**src/rtl/mealy_fsm_unlocking_pkg.sv**
```systemverilog
// mealy_fsm_unlocking_pkg: password constant and counter widths shared by the unlocking FSM.
package mealy_fsm_unlocking_pkg;
    localparam int unsigned PWD_LEN      = 4;
    localparam logic [PWD_LEN-1:0] PASSWORD = 4'b1011;
    localparam int unsigned FAIL_CNT_W   = 8;
    localparam int unsigned LOCK_CNT_W   = 16;
endpackage

```
**src/rtl/mealy_fsm_unlocking_lockout.sv**
```systemverilog
// mealy_fsm_unlocking_lockout: counts consecutive failed attempts and holds a timed lockout.
module mealy_fsm_unlocking_lockout
    import mealy_fsm_unlocking_pkg::*;
#(
    parameter int unsigned MAX_FAILS      = 3,
    parameter int unsigned LOCKOUT_CYCLES = 16
) (
    input  logic clk,
    input  logic reset,
    input  logic i_fail,
    input  logic i_pass,
    output logic o_locked
);
    logic [FAIL_CNT_W-1:0] r_fail_cnt;
    logic [LOCK_CNT_W-1:0] r_lock_cnt;
    logic                  w_trip;

    assign w_trip   = i_fail && (r_fail_cnt == FAIL_CNT_W'(MAX_FAILS - 1));
    assign o_locked = r_lock_cnt != '0;

    // Fail count stays saturated for the whole lockout and clears as it expires.
    always_ff @(posedge clk) begin
        if (reset) begin
            r_fail_cnt <= '0;
            r_lock_cnt <= '0;
        end else if (o_locked) begin
            r_lock_cnt <= r_lock_cnt - LOCK_CNT_W'(1);
            if (r_lock_cnt == LOCK_CNT_W'(1))
                r_fail_cnt <= '0;
        end else if (w_trip) begin
            r_fail_cnt <= r_fail_cnt + FAIL_CNT_W'(1);
            r_lock_cnt <= LOCK_CNT_W'(LOCKOUT_CYCLES);
        end else if (i_pass) begin
            r_fail_cnt <= '0;
        end else if (i_fail) begin
            r_fail_cnt <= r_fail_cnt + FAIL_CNT_W'(1);
        end
    end
endmodule

```
**src/rtl/mealy_fsm_unlocking.sv**
```systemverilog
// mealy_fsm_unlocking: Mealy detector for serial password 1011, non-overlapping.
// Define MEALY_FSM_UNLOCKING_LOCKOUT_EN to add a fail counter with timed lockout.
module mealy_fsm_unlocking
    import mealy_fsm_unlocking_pkg::*;
#(
    parameter int unsigned MAX_FAILS      = 3,
    parameter int unsigned LOCKOUT_CYCLES = 16
) (
    input  logic clk,
    input  logic reset,
    input  logic serial_ready,
    input  logic serial_valid,
    input  logic serial_data,
    output logic unlock,
    output logic pwd_incorrect
);
    typedef enum logic [1:0] {IDLE, S_1, S_10, S_101} state_t;

    state_t current_state, next_state;
    logic   w_accept;
    logic   w_locked;
    logic   w_exp_bit;
    logic   w_match;

`ifdef MEALY_FSM_UNLOCKING_LOCKOUT_EN
    mealy_fsm_unlocking_lockout #(
        .MAX_FAILS      (MAX_FAILS),
        .LOCKOUT_CYCLES (LOCKOUT_CYCLES)
    ) u_lockout (
        .clk      (clk),
        .reset    (reset),
        .i_fail   (pwd_incorrect),
        .i_pass   (unlock),
        .o_locked (w_locked)
    );
`else
    assign w_locked = 1'b0;
`endif

    assign w_accept  = serial_valid & serial_ready & ~reset & ~w_locked;
    // State encoding doubles as the count of password bits already matched.
    assign w_exp_bit = PASSWORD[2'd3 - current_state];
    assign w_match   = serial_data == w_exp_bit;

    always_ff @(posedge clk) begin
        if (reset)
            current_state <= IDLE;
        else
            current_state <= next_state;
    end

    always_comb begin
        next_state    = current_state;
        unlock        = 1'b0;
        pwd_incorrect = 1'b0;
        if (w_locked) begin
            next_state = IDLE;
        end else if (w_accept) begin
            if (w_match) begin
                next_state = (current_state == S_101) ? IDLE : state_t'(current_state + 2'd1);
                unlock     = current_state == S_101;
            end else begin
                next_state    = IDLE;
                pwd_incorrect = current_state != IDLE;
            end
        end
    end
endmodule

```
**config.mk**
```make
export PLATFORM = sky130hd
export DESIGN_NAME = mealy_fsm_unlocking
export DESIGN_NICKNAME = d
export VERILOG_FILES = /design/src/rtl/mealy_fsm_unlocking_pkg.sv /design/src/rtl/mealy_fsm_unlocking_lockout.sv /design/src/rtl/mealy_fsm_unlocking.sv
export SDC_FILE = /design/constraint.sdc
export NUM_CORES = 1
export LEC_CHECK = 0
export ABC_AREA = 1
export CORE_AREA = 5 5 42 44
export DETAILED_ROUTE_END_ITERATION = 10
export DIE_AREA = 0 0 47 49
export PLACE_DENSITY = 0.4
export SETUP_SLACK_MARGIN = 0.1
export SLEW_MARGIN = 30
export SYNTH_ARGS = -nofsm -noshare
export SYNTH_HDL_FRONTEND = slang
export SYNTH_SLANG_ARGS = --single-unit
export TNS_END_PERCENT = 10
```
**constraint.sdc**
```tcl
create_clock -name clk -period 1.1 [get_ports clk]
set_input_delay 0.165 -clock clk [delete_from_list [all_inputs] [get_ports clk]]
set_output_delay 0.165 -clock clk [all_outputs]
set_load 0.005 [all_outputs]
```
# [Yosys cells after proc, flatten, opt, wreduce, memory -nomap -nowiden]
# Cells that the tools add are included.
# W data, S select, Z words.
[op_classes] muxes=8 n_shift=0 addsub=2 n_mul=0 bitwise_logic=3 n_reduce_logical=1 magnitude_cmp=1 n_eq_ne=2 div=0
[op_table] operator="$mux W1" n=5
[op_table] operator="$mux W2" n=2
[op_table] operator="$lt A2 B3 Y1 const B" n=1
[op_table] operator="$add A2 B1 Y2 const B" n=1
[op_table] operator="$and A1 B1 Y1" n=2
[op_table] operator="$bmux W1 S2" n=1
[op_table] operator="$eq A2 B2 Y1 const B" n=1
[op_table] operator="$reduce_bool A2 Y1" n=1
[op_table] operator="$sub A2 B2 Y2 const A" n=1
[op_table] operator="$eq A1 B1 Y1" n=1
[op_table] operator="$not A1 Y1" n=1
[word_totals] mem_bits_rw=0 regBits=2 latchBits=0 memories=0 inputBits=5 output_inout_bits=2 elab_cells=18 mem_bits_ro=0

# [Depth between registers and ports, before layout]
[depth] depth_word=6 mapped_depth=7 ltp_nobuf=7

# [Worst setup path after synthesis]
# No wires, ideal clock.
[synth_path] path_type="reg2out" startpoint="register current_state[1]" endpoint="output unlock" path_stages_with_launch=8 n_path_buf=0 arrival_time_ps=890 path_slack_ps=45 required_time_ps=935 path_cell_list="dfxtp_1 > inv_1 > ha_1 > inv_1 > nand2_1 > nand2_2 > nand2_1 > nor2_1"
[synth_via] elab_chain_cells=6 elab_cells_between_ends=7 cone_classes="add/sub: 1; eq/ne: 2; mux: 4"
[synth_lines] element="start, declared" line_no="mealy_fsm_unlocking.sv:19" text="state_t current_state, next_state;"
[synth_lines] element="start signal, assigned" line_no="mealy_fsm_unlocking.sv:49" text="current_state <= next_state;"
[synth_lines] element="$sub A2 B2 Y2" line_no="mealy_fsm_unlocking.sv:42" text="assign w_exp_bit = PASSWORD[2'd3 - current_state];"
[synth_lines] element="$bmux W1 S2" line_no="mealy_fsm_unlocking.sv:42"
[synth_lines] element="$mux W1 (not written as such)" line_no="mealy_fsm_unlocking.sv:42"
[synth_lines] element="$eq A1 B1 Y1" line_no="mealy_fsm_unlocking.sv:43" text="assign w_match = serial_data == w_exp_bit;"
[synth_lines] element="$mux W1 (*)" line_no="mealy_fsm_unlocking.sv:59" text="if (w_match) begin"
[synth_lines] element="$mux W1 (*)" line_no="mealy_fsm_unlocking.sv:58" text="end else if (w_accept) begin"
[synth_lines] element="end, declared" line_no="mealy_fsm_unlocking.sv:14" text="output logic unlock,"
# Every way passes the cells marked *; elsewhere a longest branch is shown, timed or not. The select of a mux whose other input is x is not followed.

# [Final worst setup path]
# Same ends and word-level chain as after synthesis.

==> flow_metrics.tcl <==
set metrics [dict create \
    grt_pass1_vias 187 \
    overflow 0 \
    seq_area_frac_synth_pct 23.7 \
    final_layout_size_suffix_gt1_share_pct 57.1 \
    hpwl_um 330 \
    drt_iter0_markers 2 \
    ir_drop_uv 357 \
    yosys.area.top_type "dfxtp_1" \
    drt_wl_total_um 430 \
    crit_required_ns 0.94 \
    setup_viol 4 \
    synth_mux_area_share_pct 0 \
    start_util_pct 12.1 \
    numPortBuffers 6 \
    path_clk_slew_ns 0.03 \
    cp_max_fo 3 \
    rsz0062_at_grt "true" \
    diodes 0 \
    power_mw 0.288 \
    worstRegToRegCells 8 \
    vias_per_cell 3.52 \
    worst_slew_pin_slew_ns 0.113 \
    drv_slew 0 \
    fin_util_pct 24.6 \
    fin_ws_ns -0.214 \
    largestRegisters "current_state x2" \
    io_pins 7 \
    yosysWarningCount 0 \
    yosysTopAreaCellShare_pct 23.7 \
    cts_buffer_depth 2 \
    cts_tree "yes" \
    grt_antenna_before_repair 0 \
    grtUsageTotal_pct 4.78 \
    crit_family "flip-flops" \
    synth_nets 33 \
    reg2reg_to "current_state[1]$_SDFFE_PP0P_" \
    r2r_slack_ns -0.06 \
    slew_headroom_pct 92.5 \
    path_cells "inv_2 -> ha_4 -> inv_2 -> nand2_2 -> nand2_2 -> nand2_1 -> nor2_1 -> buf_2" \
    die_x_um 47 \
    holdCritPathClass "reg2reg" \
    root_buffer "clkbuf_4" \
    cts_sinks 2 \
    cp_slowest_cell "dfxtp_2" \
    largest-register "current_state" \
    r2r-start "current_state[1]$_SDFFE_PP0P_" \
    ctsHoldBuffers 0 \
    cpPeakStageDelay_ns 0.32 \
    die_h_um 49 \
    finClkSkew_ns 0.000442 \
    syn-instance-count 25 \
    violations "setup timing" \
    timing_worst_setup_path_type "reg2out" \
    min_to "current_state[1]$_SDFFE_PP0P_" \
    hold_depth 3 \
    grt_max_degree 5 \
    timing.final.crit_share_pct 119 \
    synthTopCellsByArea "dfxtp_1 (24%), ha_1 (22%), nand2_1 (13%), inv_1 (8.9%), a21oi_1 (5.9%)" \
    syn_to_final_growth_pct 104 \
    placed_area_um2 317 \
    yosys.area_share.simple_pct 37.0 \
    synth_fa_ha_area_share_pct 22.2 \
    worstHoldStart "current_state[1]$_SDFFE_PP0P_" \
    coreArea_um2 1400 \
    finalNetCount 52 \
    wl_per_cell_um 7.41 \
    crit_start "current_state[1]$_SDFFE_PP0P_" \
    worstSetupStartpointType "register" \
    vias 204 \
    grt_pass1_wl_um 724 \
    arrival_ns 1.15 \
    ys_types 11 \
    clock.fmax_mhz 761 \
    synth-xor-area-share_pct 0 \
    largest_reg_flops 2 \
    crit_buf_inv 3 \
    synth_top_family_by_area "simple AND/OR/NAND/NOR gates" \
    cts-htree-levels 1 \
    syn_area_um2 169 \
    gp_congestion 0.604 \
    maxCapViolations 0 \
    ys_ff_latch 2 \
    ant_nets 0 \
    cts_made_buffers 3 \
    die-area_um2 2300 \
    hold_violations 0 \
    fp-row-count 14 \
    synth_area_per_cell_um2 6.76 \
    powerDensity_nw_per_um2 835 \
    post-route-cell-area_um2 345 \
    fin_crit_ns 1.31 \
    first_pass_iters 4 \
    p_leak_nw 0.152 \
    synth_compound_area_share_pct 5.93 \
    drc 0 \
    worstSkewPairLatency_ns 0.22 \
    cp-end-kind "output pin" \
    post-place-ws_ns -0.549 \
    status "complete, but fails checks" \
]
## worst max path at each step
stage	endpoint	slack [ns]	depth (start not counted)
after floorplan	unlock	0.09	7
after global placement	pwd_incorrect	-0.52	6
after detailed placement	pwd_incorrect	-0.55	6
after CTS	unlock	-0.24	8
after global routing	unlock	-0.31	8
final	unlock	-0.21	8
## Yosys cell counts
| cell type | number |
|---|---|
| nand2_1 | 6 |
| ha_1 | 3 |
| nand2_2 | 1 |
| dfxtp_1 | 2 |
| inv_2 | 1 |
| nor2_2 | 1 |
| nor2_1 | 2 |
| nand3_1 | 2 |
| nor3_2 | 1 |
| inv_1 | 4 |
| a21oi_1 | 2 |
## cell families after synthesis
family	count (synthesis)
and+or+nand+nor	13
adders and majority gates	3
DFF	2
buffers and inverters	5
AOI/OAI and AO/OA	2
## layer usage
metal	GRT usage [%]	vias to the layer above	share of wire, %
met2	5.43	9	43
li1	-	110	-
met5	0	-	0
met3	5.54	0	13
met1	5.02	85	44
met4	2.76	0	0
## worst register-to-register path, stage by stage (launching register included)
cell	delay, ns
dfxtp_2	0.32
inv_2	0.05
ha_4	0.15
nand2_1	0.07
nand2_2	0.07
buf_4	0.13
buf_4	0.12
nand3_1	0.07
a21oi_2	0.06
## where the power goes
group / leakage [nW] / internal (mW) / switching (mW)
logic: 0.120 / 0.0333 / 0.0197
clock network: 0.0138 / 0.120 / 0.0400
registers: 0.0175 / 0.0731 / 0.00213
total: 0.152 / 0.227 / 0.0618
## what timing repair did
item / CTS / global route
setup endpoints to repair: 4 / 4
cloned: 0 / 0
resized for setup: 10 / 1
endpoints found under the hold margin: 0 / 0
pin swaps: 3 / 2
buffers inserted: 1 / 0
## per-stage QoR
stage | hold WS, ns | cells | TNS, ns
after floorplan | 0.227 | 25 | 0
after global placement | 0.594 | 54 | -1.24
final | 0.612 | 58 | -0.500
after CTS | 0.608 | 58 | -0.640
after detailed placement | 0.604 | 54 | -1.31
after global routing | 0.627 | 58 | -0.873
## cells in the final DEF (no fill, tap or decap), types with 2 or more instances in the layout
master,Yosys,final
nand2_2,1,2
buf_2,0,2
ha_1,3,2
buf_4,0,8
inv_1,4,2
nor2_1,2,2
clkdlybuf4s50_1,0,4
nand3_1,2,2
clkbuf_4,0,3
inv_2,1,3
nand2_1,6,5
## layout make-up
type	count	area, um2
well taps	16	20.0
repair buffers	14	110
fillers	167	1060
multi-input cells	18	129
flip-flops and latches	2	45.0
inverters	5	18.8
clock buffers	3	22.5
Power figures use the tool's default switching activity.
